File: src/rtl/imm_extend_pipe.sv
// Two-stage elastic immediate-extension pipeline: S1 captures the raw field,
// S2 holds the extended operand, and a tag rides along with every item.
module imm_extend_pipe #(
    parameter int IN_W  = 16,
    parameter int OUT_W = 32,
    parameter int SHIFT = 2,
    parameter int TAG_W = 4
) (
    input  logic             clk_i,
    input  logic             rst_i,
    input  logic             flush_i,
    input  logic             in_valid_i,
    output logic             in_ready_o,
    input  logic [IN_W-1:0]  in_data_i,
    input  logic [1:0]       in_mode_i,
    input  logic [TAG_W-1:0] in_tag_i,
    output logic             out_valid_o,
    input  logic             out_ready_i,
    output logic [OUT_W-1:0] out_data_o,
    output logic [TAG_W-1:0] out_tag_o,
    output logic [1:0]       occupancy_o
);

    // Handshake: a transfer happens on a rising edge where valid && ready are
    // both high; valid never waits on ready, and a presented item holds its
    // data until it is taken. in_ready_o may follow out_ready_i in the same
    // cycle, out_valid_o comes straight from a register.

    logic             s1_valid;
    logic [IN_W-1:0]  s1_data;
    logic [1:0]       s1_mode;
    logic [TAG_W-1:0] s1_tag;

    logic             s2_valid;
    logic [OUT_W-1:0] s2_data;
    logic [TAG_W-1:0] s2_tag;

    logic             s2_free;
    logic             move;
    logic             accept;
    logic             s1_valid_nx;
    logic             s2_valid_nx;
    logic [OUT_W-1:0] sext;
    logic [OUT_W-1:0] ext;

    assign s2_free    = !s2_valid || out_ready_i;
    assign move       = s1_valid && s2_free;
    assign in_ready_o = !flush_i && (!s1_valid || s2_free);
    assign accept     = in_valid_i && in_ready_o;

    // A flush wins over every other update; a same-cycle pop is already consumed.
    assign s1_valid_nx = !flush_i && (accept || (s1_valid && !move));
    assign s2_valid_nx = !flush_i && (move || (s2_valid && !out_ready_i));

    always_comb begin
        sext = OUT_W'($signed(s1_data));
        ext  = '0;
        case (s1_mode)
            2'b00:   ext = sext;
            2'b01:   ext = OUT_W'(s1_data);
            2'b10:   ext = OUT_W'(s1_data) << (OUT_W - IN_W);
            default: ext = sext << SHIFT;
        endcase
    end

    always_ff @(posedge clk_i or negedge rst_i) begin
        if (!rst_i) begin
            s1_valid    <= 1'b0;
            s1_data     <= '0;
            s1_mode     <= '0;
            s1_tag      <= '0;
            s2_valid    <= 1'b0;
            s2_data     <= '0;
            s2_tag      <= '0;
            occupancy_o <= '0;
        end else begin
            s1_valid    <= s1_valid_nx;
            s2_valid    <= s2_valid_nx;
            occupancy_o <= {1'b0, s1_valid_nx} + {1'b0, s2_valid_nx};
            if (accept) begin
                s1_data <= in_data_i;
                s1_mode <= in_mode_i;
                s1_tag  <= in_tag_i;
            end
            if (move) begin
                s2_data <= ext;
                s2_tag  <= s1_tag;
            end
        end
    end

    assign out_valid_o = s2_valid;
    assign out_data_o  = s2_data;
    assign out_tag_o   = s2_tag;

endmodule
File: config.mk
export PLATFORM = sky130hd
export DESIGN_NAME = imm_extend_pipe
export DESIGN_NICKNAME = d
export VERILOG_FILES = /design/src/rtl/imm_extend_pipe.sv
export SDC_FILE = /design/constraint.sdc
export NUM_CORES = 1
export LEC_CHECK = 0
export BUFFER_PORTS_ARGS = -buffer_cell sky130_fd_sc_hd__buf_2
export CELL_PAD_IN_SITES_DETAIL_PLACEMENT = 0
export CELL_PAD_IN_SITES_GLOBAL_PLACEMENT = 1
export CORE_ASPECT_RATIO = 0.75
export CORE_MARGIN = 2
export CORE_UTILIZATION = 44
export CTS_CLUSTER_SIZE = 28
export DETAILED_ROUTE_END_ITERATION = 12
export PLACE_DENSITY = 0.87
export SKIP_LAST_GASP = 1
export SYNTH_ARGS = -nofsm -noshare
export SYNTH_HDL_FRONTEND = slang
export SYNTH_SLANG_ARGS = --single-unit
File: constraint.sdc
create_clock -name clk_i -period 3.29 [get_ports clk_i]
set_input_delay 0.1645 -clock clk_i [delete_from_list [all_inputs] [get_ports clk_i]]
set_output_delay 0.1645 -clock clk_i [all_outputs]
set_load 0.02 [all_outputs]
# Yosys cells after proc, flatten, opt, wreduce, memory -nomap -nowiden
# Cells that the tools add are included.
[classes]
n_addsub = 1
eq_ne = 2
muxes = 1
reduce_logical = 17
[op_table]
columns = ["operator", "count"]
rows = [
  ["$pmux 32 s3", 1],
  ["$logic_and 1x1->1", 7],
  ["$logic_not 1->1", 5],
  ["$logic_or 1x1->1", 4],
  ["$add 1x1->2", 1],
  ["$eq 2x1->1 const B", 1],
  ["$eq 2x2->1 const B", 1],
  ["$logic_not 2->1", 1],
]
[word_totals]
register_bits = 62
in_bits = 27
out_inout_bits = 40
wordCells = 29

# Longest topological paths before layout
[depth]
depth_word = 8
ltp_mapped = 6
mapped_depth_nobuf = 4

# Least setup slack after synthesis
# No wires, ideal clock.
[synth_path]
kind = "flip-flop to flip-flop"
from = "reg s2_valid (netlist: out_valid_o)"
to = "reg s1_data[0]"
setup_time_ns = 0.125
t_arrival_ns = 1.577
required_time_ns = 3.165
setup_slack_ns = 1.588
stages_incl_launch_ff = 6
path_buffers = 2
period_less_slack_ns = 1.702
cell_sequence = "dfrtp_1 and3b_4 or3b_1 buf_6 buf_12 mux2_4"
[synth_via]
elab_chain_cells = 5
[synth_lines]
columns = ["item", "line_no", "rtl"]
rows = [
  ["from (decl)", "34", "logic s2_valid;"],
  ["from (signal assigned)", "78", "s2_valid <= s2_valid_nx;"],
  ["$logic_not 1->1", "46", "assign s2_free = !s2_valid || out_ready_i;"],
  ["$logic_or 1x1->1", "46", ""],
  ["$logic_or 1x1->1", "48", "assign in_ready_o = !flush_i && (!s1_valid || s2_free);"],
  ["$logic_and 1x1->1", "48", ""],
  ["$logic_and 1x1->1", "49", "assign accept = in_valid_i && in_ready_o;"],
  ["to (signal assigned)", "81", "s1_data <= in_data_i;"],
  ["to (decl)", "30", "logic [IN_W-1:0] s1_data;"],
]
# No other way between the ends.
# A chain may end at the register's enable or synchronous reset.

# Worst setup path after layout
[layout_path]
from = "reg s1_valid"
to = "reg s2_data[25] (netlist: out_data_o[25])"
[layout_via]
elab_chain_cells = 1
[layout_lines]
columns = ["item", "line_no", "rtl"]
rows = [
  ["from (decl)", "29", "logic s1_valid;"],
  ["from (signal assigned)", "77", "s1_valid <= s1_valid_nx;"],
  ["$logic_and 1x1->1", "47", "assign move = s1_valid && s2_free;"],
  ["to (signal assigned)", "86", "s2_data <= ext;"],
  ["to (decl)", "35", "logic [OUT_W-1:0] s2_data;"],
]
# No other way between the ends.

==> flow_metrics.env <==
export IMPL_outcome="complete, no violations"
export IMPL_wl_um=6060
export IMPL_final_common_cell="buf_2"
export IMPL_ys_ff_latch=62
export IMPL_p_sw_mw=0.729
export IMPL_r2r_start="s1_valid$_DFF_PN0_"
export IMPL_htreeDepth=3
export IMPL_totalNegativeSetupSlack_ps=0
export IMPL_core_area_um2=6220
export IMPL_synth_area_um2=2800
export IMPL_cp_max_fo=29
export IMPL_grt_usage_pct=19.0
export IMPL_cap_violations=0
export IMPL_root_buffer="clkbuf_8"
export IMPL_synth_cell_types=23
export IMPL_start_kind="register"
export IMPL_vias_per_cell=5.17
export IMPL_p_int_mw=1.52
export IMPL_cts_tree="done"
export IMPL_wire_per_inst_um=15.9
export IMPL_clkPwrFrac_pct=27.6
export IMPL_portBuffers=66
export IMPL_drtPass1Iterations=5
export IMPL_min_period_ps=1980
export IMPL_pwr_share_seq_pct=46.4
export IMPL_fill_cells=560
export IMPL_layout_common_cells="buf_2 (66), dfrtp_1 (62), a21oi_1 (45)"
export IMPL_hpwl_um=4120
export IMPL_antenna_left=0
export IMPL_grt_pass1_vias=1879
export IMPL_finalCritPeriodShare_pct=60.3
export IMPL_rsz0062_at_grt="false"
export IMPL_setup_viol=0
export IMPL_area_growth_pct=19.1
export IMPL_grt_antenna_before_repair=0
export IMPL_drive_above_1_share_pct=37.5
export IMPL_clock_latency_ps=340
export IMPL_drc=0
export IMPL_die_h_um=73.0
export IMPL_numCtsBuffers=9
export IMPL_grt_ovfl_total=0
export IMPL_worstHoldPathType="in -> reg"
export IMPL_syn_mean_instance_area_um2=12.0
export IMPL_clock_fmax_mhz=504
export IMPL_maxSlewViolCount=0
export IMPL_clkTransAtPathRegs_ps=60
export IMPL_end_kind="register"
export IMPL_combPwrFrac_pct=26.0
export IMPL_grt_max_degree=45
export IMPL_floorplan_initialDensity_pct=44.9
export IMPL_critPathKind="reg -> reg"
export IMPL_rows=25
export IMPL_hold_slack_ps=50.9
export IMPL_relSlewSlack_pct=36.7
export IMPL_fp_dieW_um=96.0
export IMPL_critPathArrivalTime_ps=2240
export IMPL_cts_sinks=62
export IMPL_grt_pass1_wl_um=9730
export IMPL_hp_start="flush_i"
export IMPL_synth_seq_area_share_pct=55.5
export IMPL_finalClockSkew_ps=8.91
export IMPL_vdd_drop_max_v=0.000271
export IMPL_diodes=0
export IMPL_clockBufferDepth=2
export IMPL_power_density_nw_per_um2=676
export IMPL_swShare_pct=32.4
export IMPL_syn_inst=233
export IMPL_critPathRequiredTime_ps=3550
export IMPL_vias=1976
export IMPL_syn_nets=261
export IMPL_post_cts_buffers=0
export IMPL_hold_viol=0
export IMPL_dieArea_um2=7010
export IMPL_final_nets=324
export IMPL_p_leak_nw=1.57
export IMPL_setup_worst_path_start="s1_valid$_DFF_PN0_"
export IMPL_synth_warnings=0
export IMPL_routabilityCongestion=0.751
export IMPL_tightest_slew_ps=949
export IMPL_ios=67
export IMPL_drt_initial_drc_count=88
## flip-flops by register name, summed over array words and instances (netlist names)
signal,flops
s1_valid,1
s1_tag,4
s1_data,16
s1_mode,2
out_data_o,32
out_tag_o,4
occupancy_o,2
out_valid_o,1
## area by class of cell
cell class	instances	area [um^2]	share of cell area [%]
flip-flops and latches	62	1550	46.6
multi-input cells	148	1110	33.3
repair buffers	71	370	11.1
clock buffers	11	131	3.95
well taps	81	101	3.05
clock inverters	5	50.0	1.50
inverters	4	15.0	0.451
## cells in the mapped netlist (all sizes together)
| library cell | n | share of area (%) |
|---|---|---|
| buf | 7 | 2.8 |
| nand2b | 1 | 0.22 |
| and2 | 2 | 0.45 |
| clkbuf | 12 | 1.6 |
| nand2 | 1 | 0.13 |
| inv | 4 | 0.54 |
| dfrtp | 62 | 56 |
| o41ai | 2 | 0.63 |
| o21ai | 17 | 3.0 |
| a211oi | 1 | 0.27 |
| a22oi | 1 | 0.27 |
| and3b | 1 | 0.45 |
| nor2 | 4 | 0.54 |
| ha | 1 | 0.45 |
| or3b | 1 | 0.31 |
| mux2 | 27 | 14 |
| a21oi | 45 | 8.1 |
| o2111ai | 1 | 0.31 |
| nor2b | 29 | 6.5 |
| a2bb2oi | 14 | 4.4 |
## power groups by stage
stage	clock (mW)	combinational [mW]	sequential, mW
3_5_place_dp	0	0.590	1.05
4_1_cts	0.634	0.595	1.04
5_1_grt	0.665	0.647	1.07
3_3_place_gp	0	0.580	1.05
2_1_floorplan	0	0.295	1.14
6_report	0.621	0.586	1.04
## cells by family (layout without fill, tap and decap cells)
kind of cell / Yosys count / after routing / synth area share [%]
fa+ha+maj: 1 / 1 / 0.448
flops: 62 / 62 / 55.5
mux: 27 / 27 / 13.6
simple gates: 39 / 39 / 8.59
compound gates: 81 / 81 / 17.0
buf+inv: 23 / 91 / 4.92
## critical path: stages, from the launching register on
cell and delay (ps):
dfrtp_1 710, inv_1 280, nor2_2 350, buf_4 360, a2bb2oi_1 190
## final timing paths
kind / slack (ps) / to / cells past startpoint
max: 1310 / out_data_o[25]$_DFFE_PN0P_ / 4
min: 50 / out_valid_o$_DFF_PN0_ / 2
max reg2reg: 1310 / out_data_o[25]$_DFFE_PN0P_ / 4
min reg2reg: 500 / out_tag_o[3]$_DFFE_PN0P_ / 1
max in group asynchronous: 1970 / out_data_o[12]$_DFFE_PN0P_ / 3
min in group asynchronous: 510 / out_data_o[5]$_DFFE_PN0P_ / 2
## per-layer routing
| layer | track usage [%] | vias to the layer above | share of wire, % |
|---|---|---|---|
| met2 | 26.8 | 57 | 44 |
| met5 | 0 | - | 0 |
| met1 | 27.0 | 958 | 49 |
| met4 | 8.10 | 0 | 0.91 |
| met3 | 5.89 | 6 | 6.3 |
| li1 | - | 955 | - |
## per-stage QoR
step | total power, mW | area (um^2) | std cells | setup WS (ps) | util (%)
6_report | 2.25 | 3330 | 382 | 1310 | 53.5
5_1_grt | 2.38 | 3330 | 382 | 1090 | 53.5
4_1_cts | 2.27 | 3330 | 382 | 1330 | 53.5
3_5_place_dp | 1.64 | 3140 | 365 | 1330 | 50.4
3_3_place_gp | 1.63 | 3140 | 365 | 1350 | 50.4
2_1_floorplan | 1.44 | 2800 | 233 | 1590 | -
## what timing repair did
item / CTS / global route
resized for setup: 0 / 0
hold buffers: 1 / 0
endpoints found under the hold margin: 8 / 0
Power figures use the tool's default switching activity.
